$ cat src/rtl/mux_operand_sequencer_pkg.sv
// mux_seq_pkg: shared state encoding, lane width and count clamp for the operand mux path
package mux_seq_pkg;

    typedef enum logic {IDLE, ISSUE} state_e;

    localparam int LANE_WIDTH = 16;

    function automatic int clamp_count(int count, int num_inputs);
        return (count > num_inputs) ? num_inputs : count;
    endfunction

endpackage

$ cat src/rtl/mux_operand_sequencer_if.sv
// mux_operand_sequencer_if: upstream vector handshake plus downstream lane handshake
interface mux_operand_sequencer_if
    import mux_seq_pkg::*;
#(
    parameter int BIT_WIDTH = LANE_WIDTH,
    parameter int SEL_WIDTH = 1
);
    localparam int NUM_INPUTS = 1 << SEL_WIDTH;

    logic                            i_valid;
    logic                            o_ready;
    logic [NUM_INPUTS*BIT_WIDTH-1:0] i_inputs;
    logic [SEL_WIDTH:0]              i_count;
    logic                            o_valid;
    logic                            i_ready;
    logic [SEL_WIDTH-1:0]            o_sel;
    logic [NUM_INPUTS*BIT_WIDTH-1:0] o_inputs;
    logic                            o_last;

    modport slave (
        input  i_valid, i_inputs, i_count, i_ready,
        output o_ready, o_valid, o_sel, o_inputs, o_last
    );

    modport master (
        output i_valid, i_inputs, i_count, i_ready,
        input  o_ready, o_valid, o_sel, o_inputs, o_last
    );

endinterface

$ cat src/rtl/mux_operand_sequencer.sv
// mux_operand_sequencer: holds one operand vector and walks the mux select over its active lanes
module mux_operand_sequencer
    import mux_seq_pkg::*;
#(
    parameter int BIT_WIDTH = LANE_WIDTH,
    parameter int SEL_WIDTH = 1
)
(
    input  logic clk,
    input  logic rst_n,
    mux_operand_sequencer_if.slave bus
);

    localparam int NUM_INPUTS = 1 << SEL_WIDTH;
    localparam int CW         = SEL_WIDTH + 1;
    localparam int DW         = NUM_INPUTS * BIT_WIDTH;

    state_e               state_q, state_d;
    logic [SEL_WIDTH-1:0] sel_q, sel_d;
    logic [CW-1:0]        cnt_q, cnt_d;
    logic [DW-1:0]        data_q, data_d;
    logic [CW-1:0]        eff_cnt;
    logic                 valid, last, done, accept;

    assign valid   = (state_q == ISSUE);
    assign last    = valid && ({1'b0, sel_q} == cnt_q - CW'(1));
    assign done    = valid && bus.i_ready && last;
    assign eff_cnt = CW'(clamp_count(int'(bus.i_count), NUM_INPUTS));
    assign accept  = bus.i_valid && bus.o_ready;

    assign bus.o_ready  = rst_n && (state_q == IDLE || done);
    assign bus.o_valid  = valid;
    assign bus.o_last   = last;
    assign bus.o_sel    = sel_q;
    assign bus.o_inputs = data_q;

    // Next state: advance lane on handshake, retire on last lane, load on a non-empty accept
    always_comb begin
        state_d = state_q;
        sel_d   = sel_q;
        cnt_d   = cnt_q;
        data_d  = data_q;
        if (valid && bus.i_ready && !last) sel_d = sel_q + SEL_WIDTH'(1);
        if (done) state_d = IDLE;
        if (accept && eff_cnt != '0) begin
            state_d = ISSUE;
            sel_d   = '0;
            cnt_d   = eff_cnt;
            data_d  = bus.i_inputs;
        end
    end

    // State, select counter and holding register
    always_ff @(posedge clk or negedge rst_n) begin
        if (!rst_n) begin
            state_q <= IDLE;
            sel_q   <= '0;
            cnt_q   <= '0;
            data_q  <= '0;
        end else begin
            state_q <= state_d;
            sel_q   <= sel_d;
            cnt_q   <= cnt_d;
            data_q  <= data_d;
        end
    end

endmodule

$ cat src/flat_wrapper.sv
// flat-port wrapper written by rule: the top's interface ports become plain ports
module mux_operand_sequencer_flat import mux_seq_pkg::*;
#(
    parameter int BIT_WIDTH = LANE_WIDTH,
    parameter int SEL_WIDTH = 1
)
  (clk, rst_n, bus_i_valid, bus_i_inputs, bus_i_count, bus_i_ready, bus_o_ready, bus_o_valid, bus_o_sel, bus_o_inputs, bus_o_last);
  mux_operand_sequencer_if #(.BIT_WIDTH(BIT_WIDTH), .SEL_WIDTH(SEL_WIDTH)) bus_i ();
  input  logic clk;
  input  logic rst_n;
  input wire logic [$bits(bus_i.i_valid)-1:0] bus_i_valid;
  input wire logic [$bits(bus_i.i_inputs)-1:0] bus_i_inputs;
  input wire logic [$bits(bus_i.i_count)-1:0] bus_i_count;
  input wire logic [$bits(bus_i.i_ready)-1:0] bus_i_ready;
  output wire logic [$bits(bus_i.o_ready)-1:0] bus_o_ready;
  output wire logic [$bits(bus_i.o_valid)-1:0] bus_o_valid;
  output wire logic [$bits(bus_i.o_sel)-1:0] bus_o_sel;
  output wire logic [$bits(bus_i.o_inputs)-1:0] bus_o_inputs;
  output wire logic [$bits(bus_i.o_last)-1:0] bus_o_last;
  assign bus_i.i_valid = bus_i_valid;
  assign bus_i.i_inputs = bus_i_inputs;
  assign bus_i.i_count = bus_i_count;
  assign bus_i.i_ready = bus_i_ready;
  assign bus_o_ready = bus_i.o_ready;
  assign bus_o_valid = bus_i.o_valid;
  assign bus_o_sel = bus_i.o_sel;
  assign bus_o_inputs = bus_i.o_inputs;
  assign bus_o_last = bus_i.o_last;
  mux_operand_sequencer #(.BIT_WIDTH(BIT_WIDTH), .SEL_WIDTH(SEL_WIDTH)) u_core (.clk(clk), .rst_n(rst_n), .bus(bus_i));
endmodule
$ cat config.mk
export PLATFORM = sky130hd
export DESIGN_NAME = mux_operand_sequencer_flat
export DESIGN_NICKNAME = d
export VERILOG_FILES = /design/src/rtl/mux_operand_sequencer_pkg.sv /design/src/rtl/mux_operand_sequencer_if.sv /design/src/rtl/mux_operand_sequencer.sv /design/src/flat_wrapper.sv
export SDC_FILE = /design/constraint.sdc
export NUM_CORES = 1
export LEC_CHECK = 0
export CORE_UTILIZATION = 42
export CTS_CLUSTER_DIAMETER = 120
export DETAILED_ROUTE_END_ITERATION = 10
export HOLD_SLACK_MARGIN = 0.15
export PLACE_DENSITY = 0.84
export SETUP_SLACK_MARGIN = 0.1
export SLEW_MARGIN = 30
export SYNTH_ARGS = -nofsm -noshare
export SYNTH_HDL_FRONTEND = slang
export SYNTH_SLANG_ARGS = --single-unit
$ cat constraint.sdc
create_clock -name clk -period 2.37 [get_ports clk]
set_input_delay 0.474 -clock clk [delete_from_list [all_inputs] [get_ports clk]]
set_output_delay 0.474 -clock clk [all_outputs]
set_load 0.02 [all_outputs]
==> summary.md <==
| Metric | Value |
|---|---|
| Input/output buffers | 73 |
| Rel. slew slack | 0.7274 |
| Multiplexer area fraction after synthesis | 0.2451 |
| Finished Core Util | 0.7000 |
| Combinational family with the most area after synthesis | multiplexers |
| Crit Path Category | input pin to primary output |
| FF-to-FF setup slack | 0.53 ns |
| Pin count of the biggest net entering global routing | 33 |
| R2R Path End | u_core.bus.o_inputs[27] |
| First-pass GRT wire length | 5106 um |
| Die width | 61.17 um |
| Final setup viols | 0 |
| Sequential share of the synthesized area | 0.6128 |
| Min-delay src | u_core.bus.o_inputs[5] |
| Final period utilization | 0.8820 |
| Tot GR Track Use | 0.1970 |
| Final hold vios | 0 |
| # placed instances | 215 |
| GRT Residual Overflow | 0 |
| Post-DRT Antenna Nets | 0 |
| Pwr dens | 1305 nW/um^2 |
| H-tree depth | 2 |
| Final Max Tran Viols | 0 |
| Area share of fa/ha/maj cells after synthesis | 0 |
| Post-synth design cell area | 1470 um^2 |
| Num CTS Buffers | 5 |
| Synthesized net count | 132 |
| Post-CTS Setup Bufs | 0 |
| Starting Density | 0.4406 |
| Peak supply drop | 0.0008362 V |
| CP required | 1.90 ns |
| Die H | 61.17 um |
| Tot Pwr | 3049 uW |
| Register bit count reported by yosys | 36 |
| Skew-Pair Late Insertion Delay | 0.32 ns |
| CTS tree | done |
| Number of global-route vias before repair | 1,147 |
| Yosys cell types | 22 |
| Yosys synthesis warning count | 0 |
| Hold endpoint | u_core.bus.o_inputs[5] |
| Clk slew on worst S/H paths | 0.11 ns |
| Most common cell in the netlist | dfrtp_1 |
| Fmax achieved | 478.4 MHz |
| Post-DP HPWL | 2623 um |
| EDFF count, synth | 0 |
| Worst Max-Slew Pin Slew | 0.4071 ns |
| GPL Wtd Cong | 0.6975 |
| Filler cell count | 267 |
| Worst path slowest cell | clkdlybuf4s50_1 |
| Synth area leader | dfrtp_1 |
| # IOs | 74 |
| Syn_area_per_cell | 15.64 um^2 |
| Vias per cell | 4.848 |
| Area Overhead vs Synth | 58.89% |
| Clock tree buffer depth | 2 |
| LEAKAGE | 0.0009537 uW |
| Outcome | complete, no violations |
| CP peak stage delay | 0.55 ns |
| DRT Pass-1 Iters | 6 |
| Site row count | 21 |
| Min Tclk post-route | 2.090 ns |
| Post-route clock skew | 0.006372 ns |
| Full die area | 3741 um^2 |
| Drt drc | 0 |
| Avg WL per Cell | 15.19 um |
| Share of cells above drive strength 1 | 0.2809 |
| Top cell type's share of synthesized area | 0.6128 |
| Area of the core | 3337 um^2 |
| Synth Area in Compound Gates | 0.05277 |
| Layout Nets | 215 |
| Worst path cell trace | clkdlybuf4s50_1, nand4b_1, nand3_1, and2_1, clkbuf_2 |
| Crit start category | input pin |
| Most instantiated cells after synthesis | dfrtp_1 (36), mux2_2 (32), buf_6 (3), nand3_1 (3) |
| Hold/Removal Path Class | flop to flop |
| CP Capture Type | primary output |
| Vias | 1,086 |
| RSZ-0062 raised after global routing | no |
| Ys flop type | dfrtp_1 |
| Xor and xnor fraction of the mapped netlist area | 0 |
| Initial DRC Count | 28 |
| Crit path DAT | 1.62 ns |
| Worst R2R Start | u_core.bus.o_sel |
| Ys async rst share | 1.000 |
| Final instance area | 2336 um^2 |
| Placed Area | 2270 um^2 |
| Crit-path max FO | 4 |
| Hold Path Stages | 1 |
| Worst-case reg-to-reg path depth | 5 |
| Root Buffer | clkbuf_4 |
| Setup TNS Final | 0 ns |
| Simple-Gate Fraction of Synth Area | 0.06383 |
| Final WL | 3403 um |
| Antenna violations before repair | 0 |
| CTS sink cnt | 36 |
| Antenna diode count | 0 |
| Layout Cells excl Fill | 224 |
| # Max-Cap Violations | 0 |
| Cells after Synth | 94 |
| Top cells by area, synth | dfrtp_1 (61%), mux2_2 (25%), buf_6 (2.3%) |
-- per-stage QoR --
stage                     hold WS [ns]  setup slack [ns]
after floorplan                 0.1784            0.6691
after global placement          0.3234          -0.09600
after detailed placement        0.3301           -0.1407
after CTS                       0.4974            0.1165
after global routing            0.5174            0.1823
final                           0.5143            0.2796
-- kinds of logic after synthesis --
group	after synthesis
compound gates	9
buf+inv	4
mux	32
simple gates	13
flops	36
-- critical path: cells and delay by family --
kind	cells	cell delay [ns]
and+or+nand+nor	3	0.42
buffers and inverters	2	0.72
-- layout by cell type (no fill, tap or decap) --
| cell | instances |
|---|---|
| a21boi_0 | 1 |
| a31oi_1 | 1 |
| a31oi_4 | 1 |
| a32o_1 | 1 |
| and2_1 | 1 |
| and2b_2 | 1 |
| and3_2 | 1 |
| buf_12 | 1 |
| buf_2 | 1 |
| buf_4 | 4 |
| clkbuf_1 | 1 |
| clkbuf_2 | 1 |
| clkbuf_4 | 5 |
| clkbuf_8 | 1 |
| clkdlybuf4s50_1 | 70 |
| clkinvlp_4 | 1 |
| dfrtp_1 | 36 |
| dlygate4sd2_1 | 1 |
| dlygate4sd3_1 | 1 |
| inv_1 | 1 |
| mux2_2 | 32 |
| nand2_1 | 1 |
| nand2b_1 | 2 |
| nand3_1 | 3 |
| nand3b_1 | 1 |
| nand4b_1 | 1 |
| nand4bb_2 | 1 |
| o211ai_1 | 1 |
| o21ai_0 | 2 |
| o22a_1 | 1 |
| o22ai_1 | 1 |
| or2b_1 | 1 |
-- worst max-delay path by stage --
stage | startpoint | end | slack (ns) | cells past startpoint
floorplan | u_core.bus.o_sel | u_core.bus.o_inputs[0] | 0.67 | 4
global placement | bus_i_ready | bus_o_ready | -0.1 | 5
detailed placement | bus_i_ready | bus_o_ready | -0.14 | 5
CTS | bus_i_ready | bus_o_ready | 0.12 | 5
global route | bus_i_ready | bus_o_ready | 0.18 | 5
finish | bus_i_ready | bus_o_ready | 0.28 | 5
-- per-layer routing --
layer	global-route usage	wire length (um)
met5	0	0
met3	0.08193	208
met2	0.3323	1842
met4	0.09740	74
met1	0.2137	1277
-- layout make-up --
type                            instances  area (um^2)  share of cell area
Inverter                                1        3.754            0.001607
Multi-Input combinational cell         54        531.8              0.2276
Tap cell                               46        57.56             0.02464
Timing Repair Buffer                   79        779.5              0.3337
Clock buffer                            7        55.05             0.02357
Clock inverter                          1        7.507            0.003214
Sequential cell                        36        900.9              0.3856
-- repair_timing --
action	CTS	global route
setup endpoints to repair	2	1
resized for setup	2	2
gates cloned	0	0
hold buffers	1	0
endpoints found under the hold margin	4	0
-- registers in the layout, indices dropped and copies added (netlist names) --
name and cells:
u_core.bus.o_inputs 32, u_core.bus.o_sel 1, u_core.bus.o_valid 1, u_core.cnt_q 2
-- power breakdown --
group,leakage (uW),internal (uW),switching [uW]
clock,0.0000315,145,197
sequential,0.000428,923,195
combinational,0.000495,882,707
(Power assumes the default switching activity.)
